**config.mk**
```make
export PLATFORM = sky130hd
export DESIGN_NAME = gb_cpu_interrupt_ctrl
export DESIGN_NICKNAME = d
export VERILOG_FILES = /design/src/rtl/gb_cpu_interrupt_ctrl.sv
export SDC_FILE = /design/constraint.sdc
export NUM_CORES = 1
export LEC_CHECK = 0
export CAP_MARGIN = 25
export CORE_MARGIN = 2
export CORE_UTILIZATION = 45
export CTS_BUF_LIST = sky130_fd_sc_hd__clkbuf_8
export CTS_CLUSTER_SIZE = 20
export DETAILED_ROUTE_END_ITERATION = 8
export DONT_BUFFER_PORTS = 1
export PLACE_DENSITY = 0.58
export RECOVER_POWER = 100
export SLEW_MARGIN = 5
export SYNTH_ARGS = -nofsm -noshare
export SYNTH_HDL_FRONTEND = slang
export SYNTH_SLANG_ARGS = --single-unit
```
**constraint.sdc**
```tcl
create_clock -name clk -period 3 [get_ports clk]
set_input_delay 0.45 -clock clk [delete_from_list [all_inputs] [get_ports clk]]
set_output_delay 0.45 -clock clk [all_outputs]
set_load 0.01 [all_outputs]
```
**src/rtl/gb_cpu_interrupt_ctrl.sv**
```systemverilog
// Game Boy style interrupt controller: IF/IE registers, IME with delayed EI,
// and a two-state dispatch FSM that latches the winning vector until ack.
module gb_cpu_interrupt_ctrl #(
    parameter int             NUM_SOURCES   = 5,
    parameter logic [7:0]     VECTOR_BASE   = 8'h40,
    parameter logic [7:0]     VECTOR_STRIDE = 8'h08,
    parameter int             EI_DELAY      = 1
) (
    input  logic                   clk,
    input  logic                   reset,
    input  logic [NUM_SOURCES-1:0] irq_i,
    input  logic                   if_wr_en,
    input  logic [7:0]             if_wr_data,
    input  logic                   ie_wr_en,
    input  logic [7:0]             ie_wr_data,
    input  logic                   enable_interrupts,
    input  logic                   disable_interrupts,
    input  logic                   reti,
    input  logic                   dispatch_start,
    input  logic                   dispatch_ack,
    output logic [7:0]             reg_IF,
    output logic [7:0]             reg_IE,
    output logic                   IME,
    output logic                   interrupt_queued,
    output logic                   wake,
    output logic [7:0]             interrupt_vector,
    output logic                   dispatch_busy
);

    typedef enum logic {
        ST_IDLE     = 1'b0,
        ST_DISPATCH = 1'b1
    } state_t;

    state_t                 r_state;
    state_t                 w_state_next;
    logic [NUM_SOURCES-1:0] r_if;
    logic [7:0]             r_ie;
    logic                   r_ime;
    logic                   r_ei_active;
    logic [1:0]             r_ei_cnt;
    logic [2:0]             r_idx;
    logic                   r_idx_valid;
    logic [7:0]             r_vec;

    logic [NUM_SOURCES-1:0] w_pending;
    logic [NUM_SOURCES-1:0] w_ack_clear;
    logic [NUM_SOURCES-1:0] w_if_base;
    logic                   w_found;
    logic [2:0]             w_idx;
    logic [7:0]             w_vec_calc;
    logic                   w_start_accept;
    logic                   w_ack_accept;
    logic                   w_di;
    logic                   w_reti;
    logic                   w_unused;

    assign w_unused  = ^if_wr_data;
    assign w_pending = r_if & r_ie[NUM_SOURCES-1:0];

    // Lowest index wins, so scan downward and let the last hit stick.
    always_comb begin
        w_found = 1'b0;
        w_idx   = 3'd0;
        for (int i = NUM_SOURCES - 1; i >= 0; i--) begin
            if (w_pending[i]) begin
                w_found = 1'b1;
                w_idx   = 3'(i);
            end
        end
    end

    assign w_vec_calc     = VECTOR_BASE + 8'(w_idx) * VECTOR_STRIDE;
    assign w_start_accept = dispatch_start && (r_state == ST_IDLE);
    assign w_ack_accept   = dispatch_ack && (r_state == ST_DISPATCH);

    // EI together with DI behaves as RETI; a lone DI beats RETI.
    assign w_di   = disable_interrupts && !enable_interrupts;
    assign w_reti = reti || (enable_interrupts && disable_interrupts);

    always_comb begin
        w_ack_clear = '0;
        if (w_ack_accept && r_idx_valid) begin
            w_ack_clear[r_idx] = 1'b1;
        end
    end

    assign w_if_base = if_wr_en ? if_wr_data[NUM_SOURCES-1:0] : r_if;

    always_comb begin
        w_state_next = r_state;
        case (r_state)
            ST_IDLE:     if (dispatch_start) w_state_next = ST_DISPATCH;
            ST_DISPATCH: if (dispatch_ack)   w_state_next = ST_IDLE;
            default:     w_state_next = ST_IDLE;
        endcase
    end

    always_ff @(posedge clk) begin
        if (reset) begin
            r_state     <= ST_IDLE;
            r_if        <= '0;
            r_ie        <= 8'h00;
            r_ime       <= 1'b0;
            r_ei_active <= 1'b0;
            r_ei_cnt    <= 2'd0;
            r_idx       <= 3'd0;
            r_idx_valid <= 1'b0;
            r_vec       <= 8'h00;
        end else begin
            r_state <= w_state_next;
            r_if    <= (w_if_base & ~w_ack_clear) | irq_i;
            if (ie_wr_en) begin
                r_ie <= ie_wr_data;
            end

            if (w_start_accept) begin
                r_idx       <= w_idx;
                r_idx_valid <= w_found;
                r_vec       <= w_found ? w_vec_calc : 8'h00;
            end

            if (w_start_accept || w_di) begin
                r_ime       <= 1'b0;
                r_ei_active <= 1'b0;
            end else if (w_reti) begin
                r_ime       <= 1'b1;
                r_ei_active <= 1'b0;
            end else if (enable_interrupts && !r_ime) begin
                if (EI_DELAY == 0) begin
                    r_ime       <= 1'b1;
                    r_ei_active <= 1'b0;
                end else begin
                    r_ei_active <= 1'b1;
                    r_ei_cnt    <= 2'(EI_DELAY);
                end
            end else if (r_ei_active) begin
                if (r_ei_cnt <= 2'd1) begin
                    r_ime       <= 1'b1;
                    r_ei_active <= 1'b0;
                end else begin
                    r_ei_cnt <= r_ei_cnt - 2'd1;
                end
            end
        end
    end

    always_comb begin
        reg_IF                  = 8'hFF;
        reg_IF[NUM_SOURCES-1:0] = r_if;
    end

    assign reg_IE           = r_ie;
    assign IME              = r_ime;
    assign wake             = |w_pending;
    assign interrupt_queued = r_ime && (|w_pending);
    assign dispatch_busy    = (r_state == ST_DISPATCH);
    assign interrupt_vector = dispatch_busy ? r_vec : 8'h00;

endmodule
```
==> summary by stage, run 1 <==
Timing
The achievable clock frequency is a little over 500 MHz. The final-report max-slew violation count came to 0. Setup violations remaining at the end of the flow were counted as 0. In the final timing run, aggregate negative setup slack is 0 ns. In the post-route analysis, the smallest setup slack over all paths is 1.06 ns. The final clock period utilization by the worst path is 0.646. The setup skew after layout is 0.00595 ns. The smallest clock period supported by the final layout is computed as roughly 1.9 ns. The hold violation total from the final report is 0. Setup repair after global routing left no endpoint under its margin.

Drt
After detailed routing, the number of remaining DRC violations is 0. The detailed-route vias per instance is 5.21. The count of nets left with antenna violations once routing finished came out at 0.

The first routing iteration left 8 violations. The first TritonRoute pass finished after 4 iterations. For this block, the routed nets add up to 2.20 mm of wire.

The total via count in the routed design is roughly 820. The post-detailed-route wirelength per cell is between 10 and 15 um.

Synthesis
The post-synthesis cell count is about 130. By count the netlist is led by sky130_fd_sc_hd__dfxtp_1 (25), sky130_fd_sc_hd__nor2_1 (25), sky130_fd_sc_hd__mux2i_1 (13). The proportion of synthesized flip-flops having asynchronous set or reset is 0. For this run, the leading register cell type out of synthesis is sky130_fd_sc_hd__dfxtp_1. Sorting the synthesized cells by area gives the leading types as sky130_fd_sc_hd__dfxtp_1 (43%), sky130_fd_sc_hd__mux2i_1 (11%), sky130_fd_sc_hd__nor2_1 (8.1%). The average instance area after synthesis is 8.75 um^2. Counting flops with a built-in enable in the synthesized netlist gives 0. The top cell type by total area after synthesis is sky130_fd_sc_hd__dfxtp_1. The cell area that synthesis handed to floorplanning was roughly 1200 um^2. The synthesized design contains 25 register bits. Yosys printed 0 warnings.

The sequential area share after synthesis is 0.433. The fraction of synthesized cell area taken by the top area cell type is 0.433. The number of distinct library cells after synthesis is 32.

Worst setup path
At the worst endpoint, the arrival time is 1.49 ns. In this run the critical register-to-register path is captured at r_ei_cnt[0]. The critical path is of the flop to output pin type. The critical path capture point type is an output pin. The largest individual stage delay along the critical path comes from the cell sky130_fd_sc_hd__dfxtp_1. The top cell family by delay on the critical path is compound AO/OA/AOI/OAI gates. The register-to-register path setup slack is 1.63 ns. Traced cell by cell, the critical path runs through a22o_1, a211o_1, and2_0. The worst stage delay on the critical path is between 0.3 and 0.4 ns. Of all nets on the critical path, the largest fanout is 4. The critical path contains buffers and inverters numbering 0 combined. The critical path data required time is 2.55 ns. The worst register-to-register path has a depth of 4. The launching element type of the critical path is a flop. In this run the critical register-to-register path is launched from dispatch_busy.

Floorplanning
For this configuration, the core starts out at a cell density of 0.470. The number of ports placed on the die boundary is 58. The total area inside the core boundary comes to 2450 um^2. The die is 54.7 um wide. The area of the die is around 3000 um^2. Measured along the y axis, the die boundary spans about 55 um. After floorplanning, the core was divided into 18 placement rows.

Placed design
Routability-driven placement finished with a final weighted congestion of 0.765. The placed wire-length estimate is 1.71 mm. The worst slack after detailed placement is 1.36 ns. The placed instance count is 154. In this run the tool buffered the top-level ports with 0 buffer cells.

Final layout
0 antenna diodes ended up in the layout. The share of post-route cells with drive strength above 1 is 0.0234. The layout overhead on the synthesized area is 0.108%. The final net count is 160. The number of standard cells in the final layout excluding fillers is approximately 160.

Clocking
The longest clock path from root to sink contains 2 buffers. For this design, the CTS-stage hold fixing added 0 buffers. The post-cts repair resize count is 0. The clock root buffer master is sky130_fd_sc_hd__clkbuf_8. In this run the number of H-tree levels came out at 1. The clock reaches the later pin of the worst-skew pair after 0.26 ns. Buffers inserted during clock tree synthesis total 3. The number of setup buffers added after CTS is 0. The CTS sink count is 25. TritonCTS built the clock tree. Clock-pin slew was measured on the worst setup and hold paths at 0.09 ns.

Worst hold path
The worst hold path stage count is 1. The startpoint identified for the worst hold timing path is reset. The min-delay analysis places its worst path in the category input port to flop. The path with the worst hold slack has its endpoint at reg_IE[5].

Pwr
In this run the power density over the cells is between 500 and 600 nW/um^2. Summed over all cells, the static leakage comes to 0.477 nW. The peak ir drop on the vdd network is 0.319 mV.

Outcome
The flow ran to the end, and the final reports show no timing, DRC or antenna violations.

Global route
The pin count of the biggest net entering global routing is 26. The via count of the first global-routing pass came to just over 800. The aggregate global routing overflow is 0. For this run, the total global-route usage over all layers was measured as 0.164. The initial antenna violation count is 0. The first global-routing pass estimated 3.56 mm of wire.

Run
The number of max-capacitance violations reported is 0.
==> cell families after synthesis <==
logic type,Yosys count,share of synthesized area
buffers and inverters,19,0.0932
AND/OR/NAND/NOR,48,0.205
adder cells (fa/ha/maj),1,0.0108
AO/OA/AOI/OAI,24,0.139
multiplexers,13,0.113
other,2,0.00650
flip-flops,25,0.433
==> layout make-up <==
class	count	area, um^2
Clock buffer	3	41.3
Sequential cell	25	500
Fill cell	245	1300
Inverter	6	22.5
Multi-Input combinational cell	93	551
Clock inverter	1	3.75
Tap cell	30	37.5
==> sequential cells by signal, summed over array words and instances (netlist names) <==
| register | flops |
|---|---|
| r_ei_active | 1 |
| r_if | 5 |
| dispatch_busy | 1 |
| IME | 1 |
| r_ei_cnt | 2 |
| r_idx | 3 |
| r_vec | 4 |
| reg_IE | 8 |
==> through the flow <==
stage | util | instance area, um^2 | hold slack, ns | power (mW)
final | 0.471 | 1160 | 0.247 | 0.619
after global placement | 0.459 | 1130 | 0.437 | 0.437
after detailed placement | 0.459 | 1130 | 0.437 | 0.440
after floorplan | - | 1170 | 0.432 | 0.443
after CTS | 0.477 | 1170 | 0.239 | 0.630
after global routing | 0.471 | 1160 | 0.230 | 0.657
==> how the worst max path moves through the flow <==
stage,from,cells past startpoint,slack [ns],endpoint
5_1_grt,r_if[0],3,0.97,interrupt_queued
3_5_place_dp,r_if[0],3,1.36,interrupt_queued
3_3_place_gp,r_if[0],3,1.35,interrupt_queued
4_1_cts,r_if[0],3,1.05,interrupt_queued
2_1_floorplan,r_if[0],3,1.43,interrupt_queued
6_report,r_if[0],3,1.06,interrupt_queued
==> metal layers <==
| metal | part of all wire | up-vias | global-route usage |
|---|---|---|---|
| met1 | 0.43 | 367 | 0.201 |
| met2 | 0.49 | 26 | 0.274 |
| met5 | 0 | - | 0 |
| met3 | 0.080 | 2 | 0.0546 |
| met4 | 0.0046 | 0 | 0.0375 |
| li1 | - | 428 | - |
==> placed cells by master, fill, tap and decap left out, drive strengths merged <==
cell and count:
mux2i 13, o211ai 1, and4b 1, o21ai 2, inv 7, nor3 2, a32oi 1, ha 1
a31oi 3, and2 5, a211oi 1, nor2b 1, nand4 1, a41o 1, nand2 8, nor2 25
dfxtp 25, a22o 2, a211o 2, conb 7, nor4b 1, a21oi 9, a2111oi 1, clkbuf 3
a41oi 1, nand2b 4
==> where the power goes <==
part | internal (mW) | switching (mW) | total [mW]
registers | 0.349 | 0.0245 | 0.374
logic | 0.0257 | 0.0296 | 0.0553
clock network | 0.0912 | 0.0985 | 0.190
==> worst reg2reg max path, cell delays in order, from the launching register on <==
cell	delay (ns)
sky130_fd_sc_hd__dfxtp_1	0.50
sky130_fd_sc_hd__nor2b_1	0.16
sky130_fd_sc_hd__nor3_1	0.30
sky130_fd_sc_hd__o21ai_0	0.19
sky130_fd_sc_hd__a21oi_1	0.17
(Power assumes the default switching activity.)
==> run 2: changes to the inputs <==
--- a/config.mk
+++ b/config.mk
@@ -12,7 +12,7 @@
 export CTS_CLUSTER_SIZE = 20
 export DETAILED_ROUTE_END_ITERATION = 8
 export DONT_BUFFER_PORTS = 1
-export PLACE_DENSITY = 0.58
+export PLACE_DENSITY = 0.6
 export RECOVER_POWER = 100
 export SLEW_MARGIN = 5
 export SYNTH_ARGS = -nofsm -noshare
==> constraint.sdc (replaced) <==
create_clock -name clk -period 1.6 [get_ports clk]
set_input_delay 0.24 -clock clk [delete_from_list [all_inputs] [get_ports clk]]
set_output_delay 0.24 -clock clk [all_outputs]
set_load 0.01 [all_outputs]
==> summary by stage, run 2 (synthesis results as in run 1) <==
Worst setup path
The count of cells along the worst register-to-register path is 4 (unchanged). The launching instance or port of the critical path is r_if[0] (unchanged). The slowest cell on the critical path is sky130_fd_sc_hd__dfxtp_4 (was sky130_fd_sc_hd__dfxtp_1). The path length in cells of the critical path is 3 (unchanged).

The arrival time of data at the critical path endpoint is 1.40 ns (was 1.49 ns). The maximum fanout count along the critical path came to 4 (unchanged). The category of the critical setup timing path is flop to output pin (unchanged). The worst flop-to-flop path endpoint is r_vec[6] (was r_ei_cnt[0]). Cell-by-cell listing of the critical path: a22o_4, a211o_4, and2_4 (was a22o_1, a211o_1, and2_0). The critical path data required time is 1.36 ns (was 2.55 ns). The critical path capture point type is an output pin (unchanged). The worst stage delay on the critical path was 0.38 ns (was 0.37 ns).

The register-to-register path setup slack was 0.36 ns (was 1.63 ns). The launching element type of the critical path was a flop (unchanged). The end point of the critical path is interrupt_queued (unchanged). The count of buffer and inverter cells on the critical path was 0 (unchanged).

The top cell family by delay on the critical path is compound AO/OA/AOI/OAI gates (unchanged). The startpoint of the most critical register-to-register path is r_if[0] (was dispatch_busy).

Clocking
The total of hold buffers inserted after clock tree synthesis is 0 (unchanged). The total clock buffers created by CTS is 3 (unchanged). The CTS tree was yes (unchanged). The clock latency on the worst-skew pair is 0.27 ns (was 0.26 ns). The clock slew at the register clock pins of the worst setup and hold paths is 0.09 ns (about the same). The number of H-tree levels is 1 (unchanged).

The CTS sink count is 25 (unchanged). The number of buffers between clock root and the deepest sink is 2 (unchanged). The clock root buffer master is sky130_fd_sc_hd__clkbuf_8 (unchanged).

Placed design
The routability congestion estimate from global placement was 0.765 (about the same). The placed instance count is 156 (was 154). The count of port buffers added during placement is 0 (unchanged). The placed wire-length estimate is 1.78 mm (was 1.71 mm).

Drt
The number of design-rule violations left by the first detailed-router iteration was 14 (was 8). The total via count in the routed design is 871 (was 823). The DRC violation count after routing is 0 (unchanged). The remaining antenna violation count after routing is 0 (unchanged). The post-detailed-route wirelength per cell is 14.9 um (was 13.9 um).

The total wire length after detailed routing is 2.40 mm (was 2.20 mm). The length of the first detailed-routing pass in iterations is 4 (unchanged). The detailed-route vias per instance is 5.41 (was 5.21).

Global route
The aggregate global routing overflow is 0 (unchanged). The initial antenna violation count is 0 (unchanged). The total global routing track utilization is 0.177 (was 0.164). The wire length of the first global-routing pass is 3.73 mm (was 3.56 mm).

The pin count of the biggest net entering global routing is 26 (unchanged). The via count of the first global-routing pass is 869 (was 812).

Final layout
The number of filler cells placed in the layout is 234 (was 245). The area taken by flip-flops and latches is 510 um^2 (was 500 um^2). The area of the multi-input gates is 586 um^2 (was 551 um^2). The final net count was 163 (was 160). Commonest cells after routing, fill and taps aside: sky130_fd_sc_hd__nor2_1 (25), sky130_fd_sc_hd__dfxtp_1 (21), sky130_fd_sc_hd__mux2i_1 (13) (was sky130_fd_sc_hd__dfxtp_1 (25), sky130_fd_sc_hd__nor2_1 (25), sky130_fd_sc_hd__mux2i_1 (13)). The number of antenna diodes is 0 (unchanged).

The share of post-route cells with drive strength above 1 came to 0.137 (was 0.0234). The number of standard cells in the final layout excluding fillers is 161 (was 158). The most common cell after layout, fill and taps aside is sky130_fd_sc_hd__nor2_1. The flip-flop count of the largest register, all copies and words added is 8 (unchanged). The layout overhead on the synthesized area is 6.07% (was 0.108%).

Floorplanning
The number of ports placed on the die boundary is 58 (unchanged). The number of rows created at floorplan is 18 (unchanged). The starting density of the core is 0.470 (unchanged).

The area inside the core boundary is 2450 um^2 (unchanged). The area of the die was 2990 um^2 (unchanged). The die span in x is 54.7 um (unchanged). The height of the die was 54.7 um (unchanged).

Worst hold path
The path class of the lowest-slack min-delay path is input port to flop (unchanged). The worst hold path stage count is 1 (unchanged).

Timing
The setup-violating endpoint count in the final report is 1 (was 0). The post-route worst setup slack is -0.0404 ns (was 1.06 ns). RSZ-0062 raised after global routing: true (was false).

Dividing the final minimum period by the clock period gives 1.03. The final critical delay including setup and external delays is 1.64 ns. For this run, the top clock speed supported by timing is roughly 610 MHz. The hold violation total from the final report was 0 (unchanged).

The setup skew after layout is 0.0102 ns (was 0.00595 ns). The final-report max-slew violation count is 0 (unchanged).

Run
The number of max-capacitance violations reported is 0 (unchanged).

Pwr
The peak ir drop on the vdd network is 0.642 mV (was 0.319 mV). The total power per unit cell area is 978 nW/um^2 (was 535 nW/um^2). The total power of the final layout is 1.20 mW (was 0.619 mW). The leakage power total is 0.510 nW (was 0.477 nW).

Outcome
The checks that failed: setup timing. Run status: finished, violations left (was completed).
## run 2: worst min path at each step
stage / from / to / slack (ns)
floorplan: irq_i[0] / r_if[0] / 0.36
global placement: reset / r_idx[0] / 0.31
detailed placement: reset / r_vec[3] / 0.31
CTS: reset / r_if[3] / 0.02
global route: reset / reg_IE[3] / 0.003
finish: reset / reg_IE[3] / 0.02
## run 2: layout make-up
| class | count | share of cell area |
|---|---|---|
| Clock buffer | 3 | 0.0337 |
| Clock inverter | 1 | 0.00409 |
| Inverter | 6 | 0.0184 |
| Multi-Input combinational cell | 93 | 0.478 |
| Sequential cell | 25 | 0.417 |
| Tap cell | 30 | 0.0306 |
| Timing Repair Buffer | 3 | 0.0184 |
## run 2: per-layer routing
| metal | GRT usage | share of wire |
|---|---|---|
| met5 | 0 | 0 |
| met4 | 0.0833 | 0.0096 |
| met3 | 0.0519 | 0.069 |
| met2 | 0.284 | 0.50 |
| met1 | 0.214 | 0.42 |
## run 2: power by group
group	total, mW	switching [mW]	internal, mW
logic	0.127	0.0637	0.0631
registers	0.700	0.0450	0.655
clock network	0.372	0.197	0.174
total	1.20	0.306	0.892
## run 2: per-stage QoR
| stage | instance area, um^2 | util | hold WS (ns) | TNS, ns | setup WS (ns) |
|---|---|---|---|---|---|
| 5_1_grt | 1220 | 0.499 | 0.00339 | -0.0775 | -0.0775 |
| 3_5_place_dp | 1140 | 0.465 | 0.315 | 0 | 0.168 |
| 6_report | 1220 | 0.499 | 0.0191 | -0.0404 | -0.0404 |
| 3_3_place_gp | 1140 | 0.465 | 0.312 | 0 | 0.169 |
| 4_1_cts | 1200 | 0.490 | 0.0160 | -0.0787 | -0.0787 |
| 2_1_floorplan | 1170 | - | 0.361 | 0 | 0.239 |
## run 2: worst reg2reg max path, cell delays in order, from the launching register on
cell and delay (ns):
sky130_fd_sc_hd__dfxtp_4 0.38, sky130_fd_sc_hd__a22o_4 0.26, sky130_fd_sc_hd__a211o_4 0.34, sky130_fd_sc_hd__nor2_1 0.11
sky130_fd_sc_hd__nor3_1 0.05
## run 2: repair_timing
action,in CTS,in global routing
pin swaps,3,2
gates resized for setup,4,5
endpoints found under the hold margin,0,0
buffers inserted,1,0
setup endpoints to repair,1,1
